`config.mk`:
```
export PLATFORM = sky130hd
export DESIGN_NAME = pipeline_hazard_ctrl
export DESIGN_NICKNAME = d
export VERILOG_FILES = /design/src/rtl/pipeline_pkg.sv /design/src/rtl/hazard_load_use_det.sv /design/src/rtl/pipeline_hazard_ctrl.sv
export SDC_FILE = /design/constraint.sdc
export NUM_CORES = 1
export LEC_CHECK = 0
export BUFFER_PORTS_ARGS = -buffer_cell sky130_fd_sc_hd__buf_2
export CAP_MARGIN = 25
export CORE_ASPECT_RATIO = 0.7
export CORE_UTILIZATION = 56
export DETAILED_ROUTE_END_ITERATION = 12
export PLACE_DENSITY = 0.81
export RECOVER_POWER = 25
export SYNTH_ARGS = -nofsm -noshare
export SYNTH_HDL_FRONTEND = slang
export SYNTH_SLANG_ARGS = --single-unit
```
`constraint.sdc`:
```
create_clock -name clk -period 3.1 [get_ports clk]
set_input_delay 0.465 -clock clk [delete_from_list [all_inputs] [get_ports clk]]
set_output_delay 0.465 -clock clk [all_outputs]
set_load 0.01 [all_outputs]
```
`src/rtl/pipeline_pkg.sv`:
```
// Shared types for the 5-stage pipeline control path: hazard FSM states,
// the ID/EX control bundle with its bubble value, and a saturating counter helper.
package pipeline_pkg;

   localparam int REG_W = 5;

   typedef enum logic [1:0] {
      RUN      = 2'd0,
      FLUSH    = 2'd1,
      MEM_WAIT = 2'd2
   } hazard_state_t;

   typedef struct packed {
      logic       alu_src;
      logic       mem_to_reg;
      logic       reg_write;
      logic       mem_read;
      logic       mem_write;
      logic [1:0] alu_op;
   } ctrl_bubble_t;

   localparam ctrl_bubble_t CTRL_BUBBLE = '{
      alu_src:    1'b0,
      mem_to_reg: 1'b0,
      reg_write:  1'b0,
      mem_read:   1'b0,
      mem_write:  1'b0,
      alu_op:     2'b00
   };

   function automatic logic [15:0] sat_inc16(input logic [15:0] value);
      return (value == 16'hFFFF) ? value : value + 16'd1;
   endfunction

endpackage

```
`src/rtl/hazard_load_use_det.sv`:
```
// Load-use detector: the load in ID/EX writes a register the ID instruction reads.
// Kept standalone so the forwarding unit can reuse the same register match.
module hazard_load_use_det #(
   parameter int REG_W = 5
) (
   input  logic [REG_W-1:0] if_id_rs1,
   input  logic [REG_W-1:0] if_id_rs2,
   input  logic             if_id_uses_rs2,
   input  logic             id_ex_MemRead,
   input  logic [REG_W-1:0] id_ex_rd,
   output logic             load_use
);

   logic rd_nonzero_s;
   logic rs1_match_s;
   logic rs2_match_s;

   // x0 is hardwired to zero, so a load targeting it never creates a dependency
   assign rd_nonzero_s = (id_ex_rd != {REG_W{1'b0}});
   assign rs1_match_s  = (id_ex_rd == if_id_rs1);
   assign rs2_match_s  = if_id_uses_rs2 & (id_ex_rd == if_id_rs2);
   assign load_use     = id_ex_MemRead & rd_nonzero_s & (rs1_match_s | rs2_match_s);

endmodule

```
`src/rtl/pipeline_hazard_ctrl.sv`:
```
// Hazard and stall controller: drives pipeline register enables, flushes and
// bubbles for dmem waits, taken-branch redirects and load-use dependencies.
module pipeline_hazard_ctrl #(
   parameter int FLUSH_EXTRA = 1,
   parameter int MEM_TIMEOUT = 255,
   parameter int REG_W       = 5,
   parameter int CNT_W       = 32
) (
   input  logic             clk,
   input  logic             rst,
   input  logic [REG_W-1:0] if_id_rs1,
   input  logic [REG_W-1:0] if_id_rs2,
   input  logic             if_id_uses_rs2,
   input  logic             id_ex_MemRead,
   input  logic [REG_W-1:0] id_ex_rd,
   input  logic             branch_taken,
   input  logic             ex_mem_access,
   input  logic             dmem_ready,
   output logic             pc_write,
   output logic             if_id_write,
   output logic             if_id_flush,
   output logic             id_ex_write,
   output logic             id_ex_bubble,
   output logic             ex_mem_write,
   output logic             mem_wb_bubble,
   output logic             mem_err,
   output logic [CNT_W-1:0] stall_cycles
);
   import pipeline_pkg::*;

   hazard_state_t    state_r, next_state_s;
   hazard_state_t    ret_state_r, ret_state_nxt_s;
   hazard_state_t    eff_state_s;
   logic [2:0]       flush_cnt_r, flush_cnt_nxt_s;
   logic [15:0]      wait_cnt_r, wait_cnt_nxt_s;
   logic             mem_err_r, mem_err_nxt_s;
   logic [CNT_W-1:0] stall_cnt_r;
   logic             load_use_s;
   logic             mem_stall_s;
   logic             pc_write_s, if_id_write_s, id_ex_write_s, ex_mem_write_s;
   logic             if_id_flush_s, id_ex_bubble_s, mem_wb_bubble_s;

   hazard_load_use_det #(.REG_W(REG_W)) u_load_use_det (
      .if_id_rs1      (if_id_rs1),
      .if_id_rs2      (if_id_rs2),
      .if_id_uses_rs2 (if_id_uses_rs2),
      .id_ex_MemRead  (id_ex_MemRead),
      .id_ex_rd       (id_ex_rd),
      .load_use       (load_use_s)
   );

   assign mem_stall_s = ex_mem_access & ~dmem_ready;
   // The release cycle of a dmem wait behaves like the state that was interrupted
   assign eff_state_s = (state_r == MEM_WAIT) ? ret_state_r : state_r;

   // Next-state and hazard control decode, priority mem stall > branch > load-use
   always_comb begin
      pc_write_s      = 1'b1;
      if_id_write_s   = 1'b1;
      id_ex_write_s   = 1'b1;
      ex_mem_write_s  = 1'b1;
      if_id_flush_s   = 1'b0;
      id_ex_bubble_s  = 1'b0;
      mem_wb_bubble_s = 1'b0;
      next_state_s    = state_r;
      ret_state_nxt_s = ret_state_r;
      flush_cnt_nxt_s = flush_cnt_r;
      wait_cnt_nxt_s  = 16'd0;
      mem_err_nxt_s   = mem_err_r;
      if (mem_stall_s) begin
         pc_write_s      = 1'b0;
         if_id_write_s   = 1'b0;
         id_ex_write_s   = 1'b0;
         ex_mem_write_s  = 1'b0;
         mem_wb_bubble_s = 1'b1;
         next_state_s    = MEM_WAIT;
         wait_cnt_nxt_s  = sat_inc16(wait_cnt_r);
         if (state_r != MEM_WAIT) begin
            ret_state_nxt_s = state_r;
         end else begin
            ret_state_nxt_s = ret_state_r;
         end
         if (wait_cnt_nxt_s >= 16'(MEM_TIMEOUT)) begin
            mem_err_nxt_s = 1'b1;
         end else begin
            mem_err_nxt_s = mem_err_r;
         end
      end else begin
         case (eff_state_s)
            RUN: begin
               next_state_s = RUN;
               if (branch_taken) begin
                  if_id_flush_s  = 1'b1;
                  id_ex_bubble_s = 1'b1;
                  if (FLUSH_EXTRA > 0) begin
                     next_state_s    = FLUSH;
                     flush_cnt_nxt_s = 3'(FLUSH_EXTRA);
                  end else begin
                     next_state_s = RUN;
                  end
               end else if (load_use_s) begin
                  pc_write_s     = 1'b0;
                  if_id_write_s  = 1'b0;
                  id_ex_bubble_s = 1'b1;
               end else begin
                  next_state_s = RUN;
               end
            end
            FLUSH: begin
               if_id_flush_s  = 1'b1;
               id_ex_bubble_s = 1'b1;
               if (flush_cnt_r <= 3'd1) begin
                  next_state_s    = RUN;
                  flush_cnt_nxt_s = 3'd0;
               end else begin
                  next_state_s    = FLUSH;
                  flush_cnt_nxt_s = flush_cnt_r - 3'd1;
               end
            end
            default: begin
               next_state_s = RUN;
            end
         endcase
      end
   end

   // FSM, flush/wait counters, saved return state and sticky timeout flag
   always_ff @(posedge clk or posedge rst) begin
      if (rst) begin
         state_r     <= RUN;
         ret_state_r <= RUN;
         flush_cnt_r <= 3'd0;
         wait_cnt_r  <= 16'd0;
         mem_err_r   <= 1'b0;
      end else begin
         state_r     <= next_state_s;
         ret_state_r <= ret_state_nxt_s;
         flush_cnt_r <= flush_cnt_nxt_s;
         wait_cnt_r  <= wait_cnt_nxt_s;
         mem_err_r   <= mem_err_nxt_s;
      end
   end

   // Saturating count of cycles in which the PC was held
   always_ff @(posedge clk or posedge rst) begin
      if (rst) begin
         stall_cnt_r <= {CNT_W{1'b0}};
      end else if (!pc_write_s && (stall_cnt_r != {CNT_W{1'b1}})) begin
         stall_cnt_r <= stall_cnt_r + CNT_W'(1);
      end else begin
         stall_cnt_r <= stall_cnt_r;
      end
   end

   // Reset holds every register and injects bubbles without waiting for a clock
   assign pc_write      = rst ? 1'b0 : pc_write_s;
   assign if_id_write   = rst ? 1'b0 : if_id_write_s;
   assign id_ex_write   = rst ? 1'b0 : id_ex_write_s;
   assign ex_mem_write  = rst ? 1'b0 : ex_mem_write_s;
   assign if_id_flush   = rst ? 1'b1 : if_id_flush_s;
   assign id_ex_bubble  = rst ? 1'b1 : id_ex_bubble_s;
   assign mem_wb_bubble = rst ? 1'b1 : mem_wb_bubble_s;
   assign mem_err       = mem_err_r;
   assign stall_cycles  = stall_cnt_r;

endmodule

```
==> metrics, run 1 <==
number of antenna violations at the first check in global routing=0; end of the worst register-to-register path=mem_err$_DFFE_PP0P_; number of synthesized flops with an enable pin=0; number of post-CTS setup repair buffers=0; width of the die=93.20 um; post-layout min period=2429 ps; cell row count=22; All-Layer GR Usage=0.2561; setup total negative slack=0 ps; clock latency on the worst-skew pair=320 ps; number of nets with antenna violations after routing=0; Netlist cell types=57; drt wl/cell=between 15 and 20 um; Core Footprint=5423 um^2; startpoint of the most critical register-to-register path=wait_cnt_r[3]$_DFF_PP0_; Sw Pwr=between 0.0005 and 0.0006 W; final hold viol count=0; class of the most critical setup path=register to register; worst slew margin relative to its limit=0.2623; mean instance size in the synthesized netlist=a little under 10 um^2; synth warn=0; Int Power=0.001087 W; Fmax=slightly above 400 MHz; initial cell density of the core=0.6013; Post-Synthesis Cell Area=3261 um^2; Setup Viol. Count Final=0; residual DRC count=0; post-route non-filler standard cell count=approximately 460; Final Routed Wirelength=7136 um; crit path max fanout=11; register area share after synthesis=0.4298; number of hold buffers added after CTS=0; Cell Count Post-Placement=~450; endpoint kind of the worst setup timing path=register; Cell Chain, Critical Path=nand4_1 -> nor4_4 -> and3_1 -> nand3b_1 -> a221oi_1 -> a31oi_1; PortBufs=61; slew at the pin with the worst max-slew slack=around 1100 ps; num ports=62; setup repair after global routing missed its margin=false; Synth-to-Final Area Change=13.28%; switching share of total power=0.3295; Power Dens Cells=between 400 and 500 nW/um^2; clock tree from TritonCTS=done; largest buffer count on any clock path=2; maximum level of the CTS H-tree=2; global-route wire length before repair=12,020 um; Primary FF master, synth=dfrtp_1; die footprint=6136 um^2; maximum number of pins on one net before global-route repair=46; final worst setup slack=approximately 670 ps; Worst Hold Class=input port to async pin; met3 track demand over resource=0.04483; number of max-capacitance violations reported=0; static leakage=1.832 nW; Critical Path RT=3300 ps; Post-Place Worst Slack=690.1 ps; crit share post-route=0.7834; Via-to-Cell Ratio=5.850; nets@finish=414; Clock power frac=0.251; Seq pwr share=0.529; Max Clock Skew=9.623 ps; number of diodes=0; Worst setup SP type=register; clk sinks=56; die extent in y=65.84 um; length in cells of the worst reg-to-reg path=6; delay of the slowest cell on the worst path=520 ps; crit path DAT=2630 ps; proportion of register bits with asynchronous set or reset after synthesis=1.000; Worst R2R Setup Slack=about 670 ps; grt met2 use=0.3741; number of global-route vias before repair=2,465; layout cell share with drive strength beyond 1=0.2571; Clk pin slew, worst setup/hold paths=100 ps; number of instances in the synthesized netlist=329; Pre-Repair DR Iteration Count=5; count of pins over their slew limit=0; placer's final routability congestion estimate=0.8586; Worst Path Buf+Inv=0; CTS-repair resized insts=0; Net Count, Synth=355; vias=approximately 2,700; met1 track demand over resource in global routing=0.3887; number of storage elements in the synthesis netlist=56; slowest cell on the critical path=nand4_1; result of the run=completed; busiest layer in global routing=met1; CP delay by family, top=simple AND/OR/NAND/NOR gates; post-DP HPWL=between 5000 and 6000 um; relative contribution of combinational cells to total power=0.220; number of buffers inserted during clock tree synthesis=5; starting DRC count in detailed routing=between 150 and 200; global-route congestion overflow total=0; maximum VDD drop=0.2911 mV; WHS=158.5 ps; Clock Tree Root=clkbuf_8
-- how the worst max path moves through the flow --
stage	start	end	slack, ps	depth (start not counted)
finish	wait_cnt_r[3]$_DFF_PP0_	mem_err$_DFFE_PP0P_	670	6
global route	wait_cnt_r[3]$_DFF_PP0_	mem_err$_DFFE_PP0P_	430	6
CTS	stall_cycles[5]$_DFFE_PP0P_	stall_cycles[21]$_DFFE_PP0P_	710	6
detailed placement	id_ex_rd[4]	stall_cycles[21]$_DFFE_PP0P_	690	7
global placement	wait_cnt_r[3]$_DFF_PP0_	mem_err$_DFFE_PP0P_	790	6
floorplan	rst	pc_write	50	4
-- power by group through the flow --
| stage | Sequential (W) | Combinational [W] | Clock (W) |
|---|---|---|---|
| finish | 0.000857 | 0.000357 | 0.000407 |
| global route | 0.000869 | 0.000404 | 0.000447 |
| CTS | 0.000856 | 0.000360 | 0.000422 |
| detailed placement | 0.000870 | 0.000358 | 0 |
| global placement | 0.000868 | 0.000349 | 0 |
| floorplan | 0.000859 | 0.000252 | 0 |
-- cell type report --
cell class | count | area, um^2
sequential | 56 | 1401
tap | 72 | 90.09
timing repair buffer | 65 | 329.1
multi-input combinational | 251 | 1748
clock inverter | 3 | 22.52
inverter | 9 | 33.78
clock buffer | 5 | 68.82
fill | 436 | 1729
-- cells by family after synthesis --
group | share of synthesized area
and+or+nand+nor | 0.2863
AOI/OAI and AO/OA | 0.08749
xor gates and xnor gates | 0.1370
DFF | 0.4298
adders and majority gates | 0.01535
buffers and inverters | 0.03415
muxes | 0.009977
-- stage by stage --
stage                       util  cell area (um^2)  total power [W]
after floorplan                -              3261         0.001111
after global placement    0.6654              3608         0.001217
after CTS                 0.6823              3700         0.001637
final                     0.6811              3694         0.001621
after detailed placement  0.6654              3608         0.001229
after global routing      0.6811              3694         0.001720
-- cell usage after synthesis (7+ instances only) --
cell | n | share of area
o21ai_0 | 10 | 0.015
nor2_1 | 28 | 0.032
nor3_1 | 10 | 0.015
nand4_1 | 13 | 0.025
xor2_1 | 36 | 0.097
and3_1 | 8 | 0.015
inv_1 | 7 | 0.0081
nand2_1 | 24 | 0.028
nor3_2 | 8 | 0.025
a21oi_1 | 8 | 0.012
nor4_1 | 7 | 0.013
xnor2_1 | 15 | 0.040
dfrtp_1 | 56 | 0.43
nand3_1 | 25 | 0.038
-- routing by layer --
metal | vias to the layer above | routed length, um | part of all wire
met1 | 1288 | 3554 | 0.50
met5 | - | 0 | 0
met2 | 92 | 3008 | 0.42
li1 | 1308 | - | -
met3 | 9 | 485 | 0.068
met4 | 0 | 88 | 0.012
-- flip-flops by register name, indices dropped and copies added (netlist names) --
name / cells
flush_cnt_r: 3
state_r: 2
wait_cnt_r: 16
mem_err: 1
ret_state_r: 2
stall_cycles: 32
-- worst register-to-register path, stage by stage, from the launching register on --
cell	delay, ps
dfrtp_1	460
nand4_1	530
nor4_4	490
and3_1	240
nand3b_1	110
a221oi_1	370
a31oi_1	120
-- cells in the final DEF, fill, tap and decap left out, types with 2 or more instances in the layout --
master and instances:
nand4_1 13, a21o_1 2, o31ai_1 4, inv_1 7
buf_4 2, o21ai_0 10, nor3_1 10, xnor2_1 15
and4_1 3, nand3_1 25, buf_2 61, nand2_1 24
nor3_2 8, and3_1 8, nor4_4 5, a31oi_1 5
dfrtp_1 56, and2_0 2, a22oi_1 2, a21oi_1 8
nor2_1 28, clkbuf_8 5, o211a_1 3, ha_1 4
o21ai_1 2, xor2_1 36, nor4_1 7, nor4_2 3
(Power assumes the default switching activity.)
==> run 2: changes to the inputs <==
--- a/config.mk
+++ b/config.mk
@@ -5,12 +5,13 @@
 export SDC_FILE = /design/constraint.sdc
 export NUM_CORES = 1
 export LEC_CHECK = 0
+export ABC_AREA = 1
 export BUFFER_PORTS_ARGS = -buffer_cell sky130_fd_sc_hd__buf_2
 export CAP_MARGIN = 25
 export CORE_ASPECT_RATIO = 0.7
-export CORE_UTILIZATION = 56
+export CORE_UTILIZATION = 51
 export DETAILED_ROUTE_END_ITERATION = 12
-export PLACE_DENSITY = 0.81
+export PLACE_DENSITY = 0.76
 export RECOVER_POWER = 25
 export SYNTH_ARGS = -nofsm -noshare
 export SYNTH_HDL_FRONTEND = slang
==> constraint.sdc (replaced) <==
create_clock -name clk -period 2 [get_ports clk]
set_input_delay 0.3 -clock clk [delete_from_list [all_inputs] [get_ports clk]]
set_output_delay 0.3 -clock clk [all_outputs]
set_load 0.01 [all_outputs]
==> run 2 against run 1 <==
Net effect:
- die area is 23% higher
- combinational power rose by 68%
- synthesized cell count up 63%
- wire length grew 30%
- non-clock buffer count rose by 18
- critical endpoint unchanged
- fmax grew 27%
- largest cell class unchanged
- highest routed layer unchanged
- clock skew is 6.1 ps lower
- first-iteration DRC count rose by 49%
- final cell count increased by 53%
==> metrics, run 2 <==
placer's final routability congestion estimate=1.007; final worst setup slack=a little over 90 ps; cell row count=25; maximum level of the CTS H-tree=2; most frequent cells in the layout=nand2_1, nor2_1, buf_2; most frequent CP cell=nand2_1; class of the most critical setup path=register to register; final hold viol count=0; worst setup path start=wait_cnt_r[0]$_DFF_PP0_; number of flip-flops in the largest register=32; Via-to-Cell Ratio=5.320; uppermost layer routed=met4; flip-flop and latch area=1404 um^2; Sw Pwr=0.0008067 W; routed wl met2=between 3000 and 4000 um; proportion of register bits with asynchronous set or reset after synthesis=1.000; initial cell density of the core=0.5355; number of antenna violations at the first check in global routing=0; Clock Tree Root=clkbuf_8; width of the die=103.6 um; crit share post-route=0.9538; Multi-input gate area=2068 um^2; mean instance size in the synthesized netlist=just under 7 um^2; startpoint of the most critical register-to-register path=wait_cnt_r[0]$_DFF_PP0_; number of synthesized flops with an enable pin=0; top cells by count, synth=nand2_1, nor2_1, dfrtp_1, nand3_1, inv_1; most numerous cell in the Yosys netlist=nand2_1; largest buffer count on any clock path=2; Power Dens Cells=587.1 nW/um^2; Core Footprint=6882 um^2; Post-Synthesis Cell Area=3685 um^2; met3 wire length=approximately 890 um; post-route non-filler standard cell count=706; number of diodes=0; number of instances in the synthesized netlist=535; slowest cell on the critical path=dfrtp_1; Critical Path RT=approximately 2200 ps; commonest non-fill, non-tap cell in the layout=nand2_1; number of hold buffers added after CTS=0; global-route wire length before repair=15,480 um; synth warn=0; starting DRC count in detailed routing=around 280; relative contribution of combinational cells to total power=0.235; slew at the pin with the worst max-slew slack=1400 ps; number of global-route vias before repair=between 3,000 and 4,000; delay of the slowest cell on the worst path=410 ps; Post-Place Worst Slack=between 0.2 and 0.25 ps; layout filler cell count=approximately 640; Synth-to-Final Area Change=18.10%; Pre-Repair DR Iteration Count=6; Cell Chain, Critical Path=ha_2 -> nand2_1 -> nor2_2 -> nand2_1 -> buf_4 -> nor2_4 -> nand2_1 -> o21ai_1 -> nor2_1 -> nand3_1 -> nand3_1 -> nand2_1 -> nand2_1; layout cell share with drive strength beyond 1=0.1797; leading cell types by total area after synthesis=dfrtp_1, nand2_1, nor2_1, nand3_1, xor2_1; vias=3,756; num ports=62; clock latency on the worst-skew pair=approximately 300 ps; Seq pwr share=0.509; endpoint kind of the worst setup timing path=register; Int Power=0.001748 W; number of storage elements in the synthesis netlist=56; Netlist cell types=29; drt wl/cell=13.18 um; maximum number of pins on one net before global-route repair=57; post-layout min period=1908 ps; share of Yosys cell area claimed by the top area cell type=0.3803; clock tree from TritonCTS=done; die footprint=7574 um^2; Clk pin slew, worst setup/hold paths=roughly 100 ps; post-DP HPWL=7021 um; maximum VDD drop=0.5032 mV; Setup Viol. Count Final=0; worst slew margin relative to its limit=0.06646; Primary FF master, synth=dfrtp_1; Cell Count Post-Placement=695; Max Clock Skew=3.490 ps; Worst setup SP type=register; Worst Hold Class=input port to register; cell accounting for the most synthesized area=dfrtp_1; clk sinks=56; result of the run=completed; Final Routed Wirelength=9302 um; number of buffers inserted during clock tree synthesis=5; global-route congestion overflow total=0; routed metal-1 wirelength=4659 um; static leakage=roughly 2.2 nW; crit path max fanout=5; Clock power frac=0.256; crit path DAT=2110 ps; switching share of total power=0.3158; number of max-capacitance violations reported=0; register area share after synthesis=0.3803; count of pins over their slew limit=0; core occupancy in the finished layout=0.6324; PortBufs=a little over 60; Net Count, Synth=561; die extent in y=73.12 um; nets@finish=between 600 and 700; All-Layer GR Usage=0.2559; min-delay src=dmem_ready; number of nets with antenna violations after routing=0; Fmax=524.2 MHz; residual DRC count=0
[run 2: critical path: cells and delay by family (launching register included)]
kind | cells | cell delay, ps
adder cells (fa/ha/maj) | 1 | 200
AO/OA/AOI/OAI | 1 | 120
buffers and inverters | 1 | 170
flip-flops | 1 | 410
AND/OR/NAND/NOR | 10 | 900
[run 2: final timing paths]
check                                               to  slack, ps  depth (start not counted)
setup / recovery                   mem_err$_DFFE_PP0P_         90                         13
setup reg to reg                   mem_err$_DFFE_PP0P_         90                         13
hold reg to reg                    mem_err$_DFFE_PP0P_        500                          2
hold / removal                    state_r[1]$_DFF_PP0_        350                          3
min in group asynchronous   flush_cnt_r[0]$_DFFE_PP0P_        490                          3
max in group asynchronous  stall_cycles[5]$_DFFE_PP0P_        570                          3
[run 2: cells by family (layout without fill, tap and decap cells)]
group | after synthesis | count (layout) | synth area share
buf+inv | 60 | 137 | 0.07164
compound gates | 34 | 34 | 0.05026
fa+ha+maj | 4 | 4 | 0.01358
simple gates | 343 | 343 | 0.3939
flops | 56 | 56 | 0.3803
xor+xnor | 38 | 38 | 0.09032
[run 2: repair_timing]
item / in CTS / in global routing
resized for setup: 2 / 17
setup buffers: 0 / 3
setup endpoints to repair: 2 / 35
pin swaps: 0 / 4
[run 2: metrics by stage]
step / hold WS, ps / cell area, um^2 / total power, W / setup TNS [ps]
floorplan: 384.7 / 3689 / 0.001680 / 0
global placement: 439.5 / 4175 / 0.001875 / 0
detailed placement: 475.7 / 4175 / 0.001899 / 0
CTS: 260.5 / 4270 / 0.002549 / 0
global route: 354.2 / 4352 / 0.002714 / -66.40
finish: 348.8 / 4352 / 0.002555 / 0
[run 2: layout make-up]
cell class	count	share of cell area
clock inverter	2	0.002300
inverter	46	0.03997
multi-input combinational	419	0.4753
sequential	56	0.3226
timing repair buffer	83	0.1139
tap	94	0.02703
clock buffer	6	0.01898
[run 2: power by group through the flow]
| stage | Clock [W] | Combinational, W | Sequential (W) |
|---|---|---|---|
| 3_5_place_dp | 0 | 0.000583 | 0.00132 |
| 3_3_place_gp | 0 | 0.000563 | 0.00131 |
| 4_1_cts | 0.000668 | 0.000586 | 0.00130 |
| 5_1_grt | 0.000714 | 0.000683 | 0.00132 |
| 2_1_floorplan | 0 | 0.000348 | 0.00133 |
| 6_report | 0.000654 | 0.000600 | 0.00130 |
[run 2: layer usage]
metal / GRT usage / up-vias
li1: - / 1847
met1: 0.4022 / 1710
met2: 0.3647 / 189
met3: 0.05000 / 10
met4: 0.04026 / 0
met5: 0 / -
==> run 3: changes to the inputs <==
--- a/config.mk
+++ b/config.mk
@@ -11,7 +11,7 @@
 export CORE_ASPECT_RATIO = 0.7
 export CORE_UTILIZATION = 51
 export DETAILED_ROUTE_END_ITERATION = 12
-export PLACE_DENSITY = 0.76
+export PLACE_DENSITY = 0.83
 export RECOVER_POWER = 25
 export SYNTH_ARGS = -nofsm -noshare
 export SYNTH_HDL_FRONTEND = slang
==> run 3 against run 2 <==
Net effect:
- count of clock-buffer cells in the layout is the same
- core utilization shrank 0.33 points
- register-to-register slack gained 60 ps
- sequential share of layout area grew 0.17 points
- combinational power shrank 1%
- clock power shrank 0.8%
- worst hold slack lost 31 ps
- first-iteration DRC count grew 17%
- clock skew grew 10 ps
- critical path depth shrank 7
- global-route usage grew 0.26 points
==> metrics, run 3 (same netlist as run 2, synthesis figures left out) <==
All-Layer GR Usage=0.2584; Cell Chain, Critical Path=a21oi_2 -> inv_1 -> o21ai_2 -> nand2_1 -> a31o_2 -> buf_2; starting DRC count in detailed routing=333; startpoint of the most critical register-to-register path=stall_cycles[1]$_DFFE_PP0P_; residual DRC count=0; Clock Tree Root=clkbuf_8; relative contribution of combinational cells to total power=0.232; Pre-Repair DR Iteration Count=5; number of hold buffers added after CTS=0; result of the run=completed; Max Clock Skew=about 14 ps; static leakage=2.218 nW; drt wl/cell=13.28 um; number of max-capacitance violations reported=0; number of diodes=0; number of antenna violations at the first check in global routing=0; delay of the slowest cell on the worst path=420 ps; Via-to-Cell Ratio=5.341; PortBufs=61; number of global-route vias before repair=~3,400; number of buffers inserted during clock tree synthesis=5; number of nets with antenna violations after routing=0; Int Power=0.001740 W; flip-flop and latch area=1404 um^2; count of pins over their slew limit=0; worst slew margin relative to its limit=0.08076; Seq pwr share=0.514; Sw Pwr=0.0008185 W; layout filler cell count=621; placer's final routability congestion estimate=0.9911; slew at the pin with the worst max-slew slack=1379 ps; cell row count=25; final hold viol count=0; largest buffer count on any clock path=2; post-layout min period=approximately 1900 ps; most frequent cells in the layout=nand2_1, nor2_1, buf_2; WHS=between 300 and 400 ps; maximum number of pins on one net before global-route repair=57; die extent in y=73.12 um; min-delay src=dmem_ready; endpoint kind of the worst setup timing path=output pin; crit path max fanout=4; Final Routed Wirelength=9379 um; slowest cell on the critical path=dfrtp_1; setup repair after global routing missed its margin=false; num ports=62; Worst Hold Class=input port to register; number of flip-flops in the largest register=32; initial cell density of the core=0.5355; worst setup path start=state_r[1]$_DFF_PP0_; Synth-to-Final Area Change=17.49%; crit share post-route=0.9523; layout cell share with drive strength beyond 1=0.1781; clk sinks=56; Clock power frac=0.254; die footprint=roughly 7600 um^2; maximum VDD drop=~0.55 mV; Fmax=525.0 MHz; Multi-input gate area=between 2000 and 2500 um^2; class of the most critical setup path=register to output pin; global-route wire length before repair=around 16,000 um; global-route congestion overflow total=0; Core Footprint=6882 um^2; Worst setup SP type=register; clock tree from TritonCTS=done; Post-Place Worst Slack=around 95 ps; Power Dens Cells=591.1 nW/um^2; clock latency on the worst-skew pair=320 ps; Critical Path RT=1700 ps; Clk pin slew, worst setup/hold paths=~100 ps; switching share of total power=0.3198; maximum level of the CTS H-tree=2; setup total negative slack=0 ps; final worst setup slack=roughly 95 ps; Tot Pwr=0.002559 W; vias=3,771; Setup Viol. Count Final=0; post-DP HPWL=roughly 7200 um; commonest non-fill, non-tap cell in the layout=nand2_1; crit path DAT=1600 ps; width of the die=103.6 um; nets@finish=between 600 and 700
==> run 3: cell type report <==
cell class | count | share of cell area
tap | 94 | 0.02717
inverter | 46 | 0.04017
sequential | 56 | 0.3243
timing repair buffer | 83 | 0.1116
clock inverter | 2 | 0.002312
clock buffer | 6 | 0.01908
multi-input combinational | 419 | 0.4754
==> run 3: stage by stage <==
| stage | utilization | area (um^2) | instances |
|---|---|---|---|
| 3_3_place_gp | 0.6089 | 4190 | 697 |
| 5_1_grt | 0.6291 | 4329 | 706 |
| 4_1_cts | 0.6224 | 4283 | 705 |
| 2_1_floorplan | - | 3689 | 535 |
| 3_5_place_dp | 0.6089 | 4190 | 697 |
| 6_report | 0.6291 | 4329 | 706 |
==> run 3: path summary, 6_finish.rpt <==
check	slack, ps	to	cells past startpoint
min in group asynchronous	490	wait_cnt_r[8]$_DFF_PP0_	3
max in group asynchronous	600	stall_cycles[2]$_DFFE_PP0P_	3
worst min register to register	470	mem_err$_DFFE_PP0P_	2
worst max register to register	150	stall_cycles[1]$_DFFE_PP0P_	11
worst min-delay path	320	state_r[1]$_DFF_PP0_	3
worst max-delay path	100	id_ex_bubble	6
==> run 3: what timing repair did <==
item,4_1_cts,5_1_grt
setup endpoints to repair,1,36
gates cloned,0,0
gates resized for setup,1,12
buffers inserted,0,1
==> run 3: power by group through the flow <==
stage               combinational [W]  sequential (W)  clock (W)
floorplan                    0.000348         0.00133          0
global placement             0.000546         0.00132          0
detailed placement           0.000581         0.00133          0
CTS                          0.000584         0.00131   0.000658
global route                 0.000674         0.00133   0.000695
finish                       0.000594         0.00132   0.000649
==> run 3: metal layers <==
metal	vias up	share of wire	wire length [um]	global-route usage
li1	1848	-	-	-
met1	1744	0.50	4726	0.3936
met2	171	0.41	3837	0.3855
met3	8	0.079	744	0.03929
met4	0	0.0075	70	0.05797
met5	-	0	0	0
==> run 3: worst max-delay path, delay by kind of cell (launching register included) <==
family | cells | cell delay, ps
AOI/OAI and AO/OA | 3 | 540
buffers and inverters | 2 | 230
DFF | 1 | 420
and+or+nand+nor | 1 | 90
